## src/rtl/kamus_if_if.sv

```systemverilog
// Fetch-unit bus bundle: instruction memory request/response, redirect and decoder handoff.
interface kamus_if_if;
  logic        redirect_i;
  logic [31:0] redirect_pc_i;
  logic        imem_req_o;
  logic [31:0] imem_addr_o;
  logic        imem_gnt_i;
  logic        imem_rvalid_i;
  logic [31:0] imem_rdata_i;
  logic        instr_valid_o;
  logic [31:0] instr_o;
  logic [31:0] pc_o;
  logic        instr_ready_i;

  // Fetch unit side
  modport master (
    input  redirect_i, redirect_pc_i, imem_gnt_i, imem_rvalid_i, imem_rdata_i, instr_ready_i,
    output imem_req_o, imem_addr_o, instr_valid_o, instr_o, pc_o
  );

  // Memory / core / decoder side
  modport slave (
    output redirect_i, redirect_pc_i, imem_gnt_i, imem_rvalid_i, imem_rdata_i, instr_ready_i,
    input  imem_req_o, imem_addr_o, instr_valid_o, instr_o, pc_o
  );
endinterface

```

## src/rtl/kamus_if.sv

```systemverilog
// kamus_if: instruction fetch stage with a 2-deep credit window (outstanding + buffered),
// in-order response FIFO to the decoder and redirect flushing with stale-response discard.
module kamus_if #(
  parameter logic [31:0] BOOT_ADDR = 32'h0000_0000
) (
  input  logic       clk_i,
  input  logic       rst_ni,
  kamus_if_if.master bus
);
  localparam int unsigned XLEN  = 32;
  localparam int unsigned CNT_W = 2;
  localparam int unsigned SUM_W = CNT_W + 1;
  localparam logic [XLEN-1:0] NOP_INSTR  = 32'h0000_0013;
  localparam logic [XLEN-1:0] ALIGN_MASK = ~XLEN'(3);

  logic [XLEN-1:0]  fetch_pc_q, fetch_pc_d;
  logic [XLEN-1:0]  fifo_instr_q [2];
  logic [XLEN-1:0]  fifo_instr_d [2];
  logic [XLEN-1:0]  fifo_pc_q [2];
  logic [XLEN-1:0]  fifo_pc_d [2];
  logic             fifo_rd_q, fifo_rd_d, fifo_wr_q, fifo_wr_d;
  logic [CNT_W-1:0] fifo_cnt_q, fifo_cnt_d;
  logic [XLEN-1:0]  pcq_q [2];
  logic [XLEN-1:0]  pcq_d [2];
  logic             pcq_rd_q, pcq_rd_d, pcq_wr_q, pcq_wr_d;
  logic [CNT_W-1:0] outst_q, outst_d;
  logic [CNT_W-1:0] discard_q, discard_d;

  logic req_c, grant_c, rsp_c, push_c, pop_c, valid_c;

  // Handshake strobes from registered counts; a same-cycle pop never adds credit
  always_comb begin
    valid_c = (fifo_cnt_q != '0);
    req_c   = rst_ni && !bus.redirect_i &&
              ((SUM_W'(outst_q) + SUM_W'(fifo_cnt_q)) < SUM_W'(2));
    grant_c = req_c && bus.imem_gnt_i;
    rsp_c   = bus.imem_rvalid_i && (outst_q != '0);
    push_c  = rsp_c && (discard_q == '0) && !bus.redirect_i;
    pop_c   = valid_c && bus.instr_ready_i && !bus.redirect_i;
  end

  // Next-state: PC queue on grant, FIFO push/pop, counters, redirect flush
  always_comb begin
    fetch_pc_d   = fetch_pc_q;
    fifo_instr_d = fifo_instr_q;
    fifo_pc_d    = fifo_pc_q;
    fifo_rd_d    = fifo_rd_q;
    fifo_wr_d    = fifo_wr_q;
    fifo_cnt_d   = fifo_cnt_q + CNT_W'(push_c) - CNT_W'(pop_c);
    pcq_d        = pcq_q;
    pcq_rd_d     = pcq_rd_q;
    pcq_wr_d     = pcq_wr_q;
    outst_d      = outst_q + CNT_W'(grant_c) - CNT_W'(rsp_c);
    discard_d    = discard_q;

    if (grant_c) begin
      pcq_d[pcq_wr_q] = fetch_pc_q;
      pcq_wr_d        = ~pcq_wr_q;
      fetch_pc_d      = fetch_pc_q + XLEN'(4);
    end
    if (rsp_c) begin
      pcq_rd_d = ~pcq_rd_q;
      if (discard_q != '0) discard_d = discard_q - CNT_W'(1);
    end
    if (push_c) begin
      fifo_instr_d[fifo_wr_q] = bus.imem_rdata_i;
      fifo_pc_d[fifo_wr_q]    = pcq_q[pcq_rd_q];
      fifo_wr_d               = ~fifo_wr_q;
    end
    if (pop_c) fifo_rd_d = ~fifo_rd_q;

    // Everything still in flight after this cycle belongs to the old stream
    if (bus.redirect_i) begin
      fetch_pc_d = bus.redirect_pc_i & ALIGN_MASK;
      fifo_cnt_d = '0;
      fifo_rd_d  = 1'b0;
      fifo_wr_d  = 1'b0;
      discard_d  = outst_q - CNT_W'(rsp_c);
    end
  end

  // State registers with synchronous active-low reset
  always_ff @(posedge clk_i) begin
    if (!rst_ni) begin
      fetch_pc_q   <= BOOT_ADDR & ALIGN_MASK;
      fifo_instr_q <= '{default: '0};
      fifo_pc_q    <= '{default: '0};
      fifo_rd_q    <= 1'b0;
      fifo_wr_q    <= 1'b0;
      fifo_cnt_q   <= '0;
      pcq_q        <= '{default: '0};
      pcq_rd_q     <= 1'b0;
      pcq_wr_q     <= 1'b0;
      outst_q      <= '0;
      discard_q    <= '0;
    end else begin
      assert (!(push_c && fifo_cnt_q == CNT_W'(2)));
      fetch_pc_q   <= fetch_pc_d;
      fifo_instr_q <= fifo_instr_d;
      fifo_pc_q    <= fifo_pc_d;
      fifo_rd_q    <= fifo_rd_d;
      fifo_wr_q    <= fifo_wr_d;
      fifo_cnt_q   <= fifo_cnt_d;
      pcq_q        <= pcq_d;
      pcq_rd_q     <= pcq_rd_d;
      pcq_wr_q     <= pcq_wr_d;
      outst_q      <= outst_d;
      discard_q    <= discard_d;
    end
  end

  assign bus.imem_req_o    = req_c;
  assign bus.imem_addr_o   = fetch_pc_q;
  assign bus.instr_valid_o = valid_c;
  assign bus.instr_o       = valid_c ? fifo_instr_q[fifo_rd_q] : NOP_INSTR;
  assign bus.pc_o          = valid_c ? fifo_pc_q[fifo_rd_q] : '0;
endmodule

```

## src/flat_wrapper.sv

```systemverilog
// flat-port wrapper written by rule: the top's interface ports become plain ports
module kamus_if_flat 
#(
  parameter logic [31:0] BOOT_ADDR = 32'h0000_0000
)
  (clk_i, rst_ni, bus_redirect_i, bus_redirect_pc_i, bus_imem_gnt_i, bus_imem_rvalid_i, bus_imem_rdata_i, bus_instr_ready_i, bus_imem_req_o, bus_imem_addr_o, bus_instr_valid_o, bus_instr_o, bus_pc_o);
  kamus_if_if bus_i ();
  input  logic clk_i;
  input  logic rst_ni;
  input wire logic [$bits(bus_i.redirect_i)-1:0] bus_redirect_i;
  input wire logic [$bits(bus_i.redirect_pc_i)-1:0] bus_redirect_pc_i;
  input wire logic [$bits(bus_i.imem_gnt_i)-1:0] bus_imem_gnt_i;
  input wire logic [$bits(bus_i.imem_rvalid_i)-1:0] bus_imem_rvalid_i;
  input wire logic [$bits(bus_i.imem_rdata_i)-1:0] bus_imem_rdata_i;
  input wire logic [$bits(bus_i.instr_ready_i)-1:0] bus_instr_ready_i;
  output wire logic [$bits(bus_i.imem_req_o)-1:0] bus_imem_req_o;
  output wire logic [$bits(bus_i.imem_addr_o)-1:0] bus_imem_addr_o;
  output wire logic [$bits(bus_i.instr_valid_o)-1:0] bus_instr_valid_o;
  output wire logic [$bits(bus_i.instr_o)-1:0] bus_instr_o;
  output wire logic [$bits(bus_i.pc_o)-1:0] bus_pc_o;
  assign bus_i.redirect_i = bus_redirect_i;
  assign bus_i.redirect_pc_i = bus_redirect_pc_i;
  assign bus_i.imem_gnt_i = bus_imem_gnt_i;
  assign bus_i.imem_rvalid_i = bus_imem_rvalid_i;
  assign bus_i.imem_rdata_i = bus_imem_rdata_i;
  assign bus_i.instr_ready_i = bus_instr_ready_i;
  assign bus_imem_req_o = bus_i.imem_req_o;
  assign bus_imem_addr_o = bus_i.imem_addr_o;
  assign bus_instr_valid_o = bus_i.instr_valid_o;
  assign bus_instr_o = bus_i.instr_o;
  assign bus_pc_o = bus_i.pc_o;
  kamus_if #(.BOOT_ADDR(BOOT_ADDR)) u_core (.clk_i(clk_i), .rst_ni(rst_ni), .bus(bus_i));
endmodule
```

## config.mk

```make
export PLATFORM = sky130hd
export DESIGN_NAME = kamus_if_flat
export DESIGN_NICKNAME = d
export VERILOG_FILES = /design/src/rtl/kamus_if_if.sv /design/src/rtl/kamus_if.sv /design/src/flat_wrapper.sv
export SDC_FILE = /design/constraint.sdc
export NUM_CORES = 1
export LEC_CHECK = 0
export ABC_AREA = 1
export CAP_MARGIN = 25
export CORE_ASPECT_RATIO = 2
export CORE_UTILIZATION = 26
export DETAILED_ROUTE_END_ITERATION = 8
export SYNTH_ARGS = -nofsm -noshare
export SYNTH_HDL_FRONTEND = slang
export SYNTH_SLANG_ARGS = --single-unit
```

## constraint.sdc

```tcl
create_clock -name clk_i -period 2.5 [get_ports clk_i]
set_clock_uncertainty 0.2 [all_clocks]
set_input_delay 0.5 -clock clk_i [delete_from_list [all_inputs] [get_ports clk_i]]
set_output_delay 0.5 -clock clk_i [all_outputs]
set_load 0.005 [all_outputs]
```

==> flow_summary_export.csv, run 1 <==
group,metric,value,unit
synthesis,synth_top_flop_cell,"sky130_fd_sc_hd__dfxtp_1",
power,power.static_leakage,0.005122,uW
setup_path,timing.critical_path.cells,"buf_6 -> nand2_2 -> inv_2 -> fa_1 -> inv_2 -> nand2_4 -> nor2_8 -> buf_6",
power,max-vdd-ir-drop,0.4188,mV
sta,worst_pin_slew,0.6040,ns
route,remaining_drc_errors,0,
synthesis,synth-seq-cells,224,
clocking,htree_levels,1,
global_routing,grt_start_max_net_pins,134,
route,detailroute.via_count,10088,
synthesis,syn-cell-area,0.01027,sq mm
route,antenna_violating_nets_post_route,0,
clocking,worstSkewPairLatency,0.52,ns
floorplan,floorplan.initialDensity,26.48,%
sta,final-max-slew-violation-count,0,
synthesis,complex_gate_fraction_of_the_synthesized_area,25.17,%
setup_path,worst_path_dominant_cell_family,"adder cells",
floorplan,die_y_extent,283.1,microns
clocking,clock_sinks,224,
clocking,cts_root_buf,"sky130_fd_sc_hd__clkbuf_16",
setup_path,path_buf_inv,4,
floorplan,die_area,0.04037,sq mm
global_routing,first_global_vias,9456,
synthesis,synthSimpleGateAreaFrac,18.02,%
floorplan,design.portCount,168,
synthesis,synth_sequential_area_ratio,43.64,%
placement,port_buffers,161,
final_layout,layout-drive-gt1-share,16.13,%
clocking,cts_tree,"done",
sta,final_setup_margin,-0.06287,ns
synthesis,dominant_combinational_cell_family_by_area_after_synthesis,"compound AO/OA/AOI/OAI gates",
setup_path,kind_of_start_point_of_the_critical_path,"flop",
route,viasPerCell,4.716,
sta,final.setup.tns,-0.06287,ns
min_path,hp-class,"input pin to flop",
outcome,violations_in_the_final_reports,"setup timing",
outcome,run_status,"finished with violations",
sta,grt_setup_unrepaired,"true",
floorplan,fp.coreArea,0.03880,sq mm
route,wire_length_per_cell,15.79,microns
flow_run,maxCapViolCount,0,
placement,detailed_place_hpwl,22.32,mm
final_layout,layout-area-overhead-vs-synth,34.86,%
route,finalWirelength,33.77,mm
setup_path,worstPathArrival,1.86,ns
route,drt_pass1_iterations,5,
synthesis,post_synth_fa_ha_maj_area_fraction,0.8037,%
synthesis,post_synth_xor_area_fraction,0.9377,%
floorplan,die_w,142.6,microns
synthesis,ys_warn_count,0,
sta,achievable-frequency,390.2,MHz
synthesis,number_of_instances_in_the_synthesized_netlist,1447,
sta,max_slew_margin,59.73,%
setup_path,critical_path.slowest_cell,"sky130_fd_sc_hd__fa_1",
placement,gp_congestion,0.8248,
global_routing,gr-total-overflow,0,
setup_path,criticalPathCategory,"flop to primary output",
setup_path,worstSetupEndpointType,"primary output",
clocking,cts_max_path_bufs,3,
setup_path,worst-path-max-fanout,2,
clocking,numCtsBuffers,22,
final_layout,layout.nets,1679,
global_routing,grt_antenna_before_repair,1,
clocking,clkTransAtPathRegs,0.06,ns
sta,hold_viol_final,0,
synthesis,avgSynthCellArea,7.101,sq um
sta,period_needed,2.563,ns
global_routing,globalRouteTotalUtil,16.26,%
floorplan,rows,102,
power,cellPowerDensity,643.3,mW/mm^2
sta,finalSetupViolCount,1,
final_layout,post-route-util,35.72,%
synthesis,synth-edff-count,0,
synthesis,async_flop_share,0,%
setup_path,critPathMaxStageDelay,0.45,ns
clocking,holdBufCountCts,0,
global_routing,first_pass_grt_wire_length,51.63,mm
synthesis,count_of_distinct_cell_types_in_the_synthesized_netlist,35,
placement,place_ws,-0.07894,ns
sta,timing.final.crit_share,102.5,%
setup_path,cp.required,1.80,ns
synthesis,synthMuxAreaShare,0,%
route,drtIter0Drc,518,
synth_stat cells (8+ instances only):
cell type,instances,share of area [%]
sky130_fd_sc_hd__a21oi_1,259,13
sky130_fd_sc_hd__nand2_1,225,8.2
sky130_fd_sc_hd__dfxtp_1,224,44
sky130_fd_sc_hd__o21ai_0,212,10
sky130_fd_sc_hd__inv_1,157,5.7
sky130_fd_sc_hd__nand3_1,100,4.9
sky130_fd_sc_hd__nor2_1,68,2.5
sky130_fd_sc_hd__clkbuf_1,64,2.3
sky130_fd_sc_hd__o21ai_1,28,1.4
sky130_fd_sc_hd__buf_2,22,1.1
sky130_fd_sc_hd__buf_4,12,0.88
sky130_fd_sc_hd__a31oi_1,9,0.55
sky130_fd_sc_hd__buf_6,9,0.99
sky130_fd_sc_hd__xor2_1,8,0.68
flip-flops by register name (all words and copies together), names as in the netlist:
register / cells
u_core.fifo_rd_q: 1
u_core.bus.imem_addr_o: 30
u_core.fifo_wr_q: 1
u_core.fifo_cnt_q: 2
u_core.pcq_q: 60
u_core.fifo_instr_q: 64
u_core.pcq_wr_q: 1
u_core.discard_q: 2
u_core.fifo_pc_q: 60
u_core.pcq_rd_q: 1
u_core.outst_q: 2
area by class of cell:
class / instances / area (sq um)
clock buffer: 30 / 663.1
inverter: 165 / 630.6
clock inverter: 9 / 128.9
sequential: 224 / 4493
timing repair buffer: 237 / 2381
tap: 520 / 650.6
antenna: 1 / 2.502
fill: 4123 / 24940
multi-input combinational: 953 / 4907
worst min-delay path, delay by kind of cell:
kind	cells	cell delay [ns]
buf+inv	2	0.29
simple gates	2	0.13
cells in the final DEF (no fill, tap or decap), types with 21 or more instances in the layout:
master and n:
sky130_fd_sc_hd__buf_12 21, sky130_fd_sc_hd__buf_2 25, sky130_fd_sc_hd__nand3_1 100, sky130_fd_sc_hd__nand2_1 220, sky130_fd_sc_hd__o21ai_1 38, sky130_fd_sc_hd__o21ai_2 37, sky130_fd_sc_hd__inv_1 154, sky130_fd_sc_hd__o21ai_0 164
sky130_fd_sc_hd__a21oi_1 236, sky130_fd_sc_hd__a21oi_2 24, sky130_fd_sc_hd__dfxtp_1 221, sky130_fd_sc_hd__nor2_1 67, sky130_fd_sc_hd__clkdlybuf4s50_1 96, sky130_fd_sc_hd__clkbuf_16 28, sky130_fd_sc_hd__buf_4 40
cell families after synthesis:
| logic type | Yosys count |
|---|---|
| buffers and inverters | 273 |
| AO/OA/AOI/OAI | 512 |
| adder cells (fa/ha/maj) | 6 |
| flip-flops | 224 |
| XOR/XNOR | 11 |
| other | 1 |
| AND/OR/NAND/NOR | 420 |
what timing repair did:
| action | 4_1_cts | 5_1_grt |
|---|---|---|
| setup buffers | 19 | 12 |
| gates resized for setup | 186 | 141 |
| endpoints found under the setup margin | 64 | 57 |
| pin swaps | 2 | 8 |
| gates cloned | 2 | 4 |
layer usage:
layer / vias to the layer above / global-route usage (%) / routed length, microns
met1: 4629 / 17.50 / 12800
met5: - / 0 / 0
li1: 5073 / - / -
met3: 92 / 1.910 / 1380
met4: 0 / 10.24 / 2075
met2: 294 / 29.53 / 17510
where the power goes:
group          leakage [uW]  switching, uW  internal, uW
Clock              0.000386           1480          2170
Combinational       0.00292            827           547
Sequential          0.00182            138          3750
per-stage QoR:
stage	instances	total power, uW	hold slack, ns	instance area [sq um]
floorplan	1450	4716	0.2244	10290
global placement	2065	5216	0.2333	12500
detailed placement	2065	5253	0.2386	12500
CTS	2125	8999	0.2077	13540
global route	2139	9302	0.2270	13860
finish	2139	8914	0.2340	13860
path summary, 6_finish.rpt:
path | from | to | slack [ns] | cells after the start
max reg2reg | u_core.fifo_cnt_q[0]$_SDFF_PP0_ | u_core.pcq_q[13]$_SDFFE_PN0P_ | 0.09 | 14
min | rst_ni | u_core.fifo_cnt_q[0]$_SDFF_PP0_ | 0.23 | 4
max | u_core.fifo_cnt_q[0]$_SDFF_PP0_ | bus_imem_req_o | -0.06 | 8
min reg2reg | u_core.pcq_q[47]$_SDFFE_PN0P_ | u_core.pcq_q[47]$_SDFFE_PN0P_ | 0.25 | 2
No activity file was read; power rests on OpenSTA's default activity.
==> run 2: changes to the inputs <==
--- a/config.mk
+++ b/config.mk
@@ -10,6 +10,7 @@
 export CORE_ASPECT_RATIO = 2
 export CORE_UTILIZATION = 26
 export DETAILED_ROUTE_END_ITERATION = 8
+export SETUP_SLACK_MARGIN = 0.2
 export SYNTH_ARGS = -nofsm -noshare
 export SYNTH_HDL_FRONTEND = slang
 export SYNTH_SLANG_ARGS = --single-unit
==> run 2 against run 1 <==
The flow still finishes with violations (setup timing). Die area did not move. Register-to-register slack got worse by 0.04 ns. Final cell count rose by 2.6%. Non-clock buffer count rose by 54. Largest power group unchanged.
==> flow_summary_export.csv, run 2 (synthesized netlist as in run 1, its figures left out) <==
group,metric,value,unit
outcome,run_status,"finished with violations",
outcome,violations_in_the_final_reports,"setup timing",
final_layout,max_reg_flops,64,
final_layout,layout-area-overhead-vs-synth,51.24,%
setup_path,worst_path_dominant_cell_family,"buffers and inverters",
global_routing,first_global_vias,9888,
floorplan,rows,102,
route,viasPerCell,4.763,
sta,final.setup.tns,-0.006999,ns
sta,grt_setup_unrepaired,"true",
route,wire_length_per_cell,17.19,microns
sta,worst_pin_slew,0.6250,ns
setup_path,criticalPathCategory,"flop to primary output",
placement,detailed_place_hpwl,22.32,mm
setup_path,startpoint,"u_core.fifo_cnt_q[0]$_SDFF_PP0_",
global_routing,gr-max-usage-layer,"met2",
sta,hold_viol_final,0,
min_path,hp-class,"input pin to flop",
clocking,cts_root_buf,"sky130_fd_sc_hd__clkbuf_16",
route,drt_pass1_iterations,5,
clocking,cts_max_path_bufs,3,
flow_run,maxCapViolCount,0,
sta,final_setup_margin,-0.006999,ns
setup_path,cp.required,1.80,ns
clocking,worstSkewPairLatency,0.53,ns
global_routing,grt_util_met3,1.859,%
final_layout,layout.cells.most_common,"sky130_fd_sc_hd__nand2_1",
setup_path,worst-path-max-fanout,8,
final_layout,layout-drive-gt1-share,27.91,%
final_layout,reg.largest.list,"u_core.fifo_instr_q x64, u_core.fifo_pc_q x60, u_core.pcq_q x60",
sta,final-max-slew-violation-count,0,
sta,max_slew_margin,58.33,%
global_routing,grt_start_max_net_pins,134,
clocking,clkTransAtPathRegs,0.06,ns
min_path,hold_start,"rst_ni",
setup_path,worstSetupEndpointType,"primary output",
global_routing,first_pass_grt_wire_length,55.31,mm
placement,placed_area,0.01250,sq mm
route,antenna_violating_nets_post_route,0,
placement,port_buffers,161,
floorplan,die_w,142.6,microns
clocking,htree_levels,1,
final_layout,post-route-util,40.05,%
power,max-vdd-ir-drop,0.4393,mV
route,remaining_drc_errors,0,
sta,timing.final.crit_share,100.3,%
global_routing,globalRouteTotalUtil,17.64,%
global_routing,met1_capacity_usage_during_global_routing,18.39,%
global_routing,grt_antenna_before_repair,1,
floorplan,floorplan.initialDensity,26.48,%
final_layout,mostFrequentLayoutCells,"207 x sky130_fd_sc_hd__nand2_1, 203 x sky130_fd_sc_hd__dfxtp_1, 195 x sky130_fd_sc_hd__a21oi_1",
global_routing,gr-total-overflow,0,
power,cellPowerDensity,597.5,mW/mm^2
floorplan,design.portCount,168,
clocking,numCtsBuffers,22,
floorplan,die_area,0.04037,sq mm
placement,gp_congestion,0.8248,
final_layout,layout.nets,1734,
setup_path,worstPathArrival,1.81,ns
setup_path,critical-path-top-cell-by-count,"sky130_fd_sc_hd__buf_12",
setup_path,path_buf_inv,5,
sta,achievable-frequency,398.9,MHz
clocking,holdBufCountCts,0,
global_routing,global_route_met2_usage,32.93,%
setup_path,kind_of_start_point_of_the_critical_path,"flop",
power,power.static_leakage,0.005631,uW
power,report.power.total,9285,uW
sta,period_needed,2.507,ns
sta,finalSetupViolCount,1,
setup_path,critPathMaxStageDelay,0.36,ns
clocking,cts_tree,"done",
floorplan,die_y_extent,283.1,microns
final_layout,largest-register,"u_core.fifo_instr_q",
route,detailroute.via_count,10450,
setup_path,critical_path.slowest_cell,"sky130_fd_sc_hd__dfxtp_4",
floorplan,fp.coreArea,0.03880,sq mm
setup_path,timing.critical_path.cells,"nor2_4 -> clkinv_4 -> buf_12 -> buf_6 -> buf_12 -> o21ai_2 -> a21oi_2 -> buf_2",
sta,fin_hold_ws,0.2309,ns
setup_path,r2r-start,"u_core.fifo_cnt_q[1]$_SDFF_PP0_",
route,drtIter0Drc,511,
final_layout,fin_area,0.01554,sq mm
clocking,clock_sinks,224,
route,finalWirelength,37.72,mm
## run 2: cell count changes in the layout (fill, tap and decap cells not counted), moves of 14 or more
cell                      before  now
sky130_fd_sc_hd__a21oi_1     236  195
sky130_fd_sc_hd__a21oi_4       0   18
sky130_fd_sc_hd__buf_6        10   28
sky130_fd_sc_hd__a21oi_2      24   47
sky130_fd_sc_hd__dfxtp_1     221  203
sky130_fd_sc_hd__dfxtp_2       1   18
sky130_fd_sc_hd__o21ai_2      37   51
sky130_fd_sc_hd__buf_16        1   17
sky130_fd_sc_hd__o21ai_4       1   27
sky130_fd_sc_hd__buf_2        25   54
sky130_fd_sc_hd__o21ai_0     164  117
## run 2: worst reg2reg max path: cells and delay by family, from the launching register on
family	cells	cell delay [ns]
DFF	1	0.36
and+or+nand+nor	4	0.37
buffers and inverters	7	0.81
AOI/OAI and AO/OA	2	0.19
adders and majority gates	1	0.45
## run 2: final timing paths
| kind | endpoint | slack [ns] | cells past startpoint |
|---|---|---|---|
| setup / recovery | bus_pc_o[20] | -0.007 | 8 |
| hold / removal | u_core.fifo_cnt_q[1]$_SDFF_PP0_ | 0.23 | 4 |
| setup reg to reg | u_core.pcq_q[30]$_SDFFE_PN0P_ | 0.05 | 14 |
| hold reg to reg | u_core.pcq_q[50]$_SDFFE_PN0P_ | 0.25 | 2 |
## run 2: final cells by class
class	instances	area (sq um)
timing repair buffer	291	3238
sequential	224	4518
tap	520	650.6
fill	3971	23260
clock inverter	9	128.9
inverter	165	650.6
clock buffer	30	663.1
timing repair inverter	1	11.26
antenna	1	2.502
multi-input combinational	953	5677
## run 2: repair_timing
| item | 4_1_cts | 5_1_grt |
|---|---|---|
| pin swaps | 31 | 34 |
| gates resized for setup | 496 | 189 |
| buffers inserted | 40 | 25 |
| hold endpoints to repair | 0 | 0 |
| cloned | 16 | 8 |
| endpoints found under the setup margin | 147 | 162 |
## run 2: routing by layer
metal | part of all wire [%] | vias to the layer above
li1 | - | 5181
met4 | 6.4 | 0
met2 | 54 | 293
met1 | 36 | 4852
met5 | 0 | -
met3 | 3.8 | 124
## run 2: metrics by stage
step	worst slack, ns	cells
2_1_floorplan	0.3174	1450
3_3_place_gp	-0.03879	2065
3_5_place_dp	-0.07894	2065
4_1_cts	-0.03758	2160
5_1_grt	-0.06863	2194
6_report	-0.006999	2194
## run 2: where the power goes
group	internal, uW	switching [uW]	leakage [uW]	total [uW]
Combinational	732	976	0.00342	1710
Sequential	3750	152	0.00182	3910
Clock	2170	1500	0.000386	3670
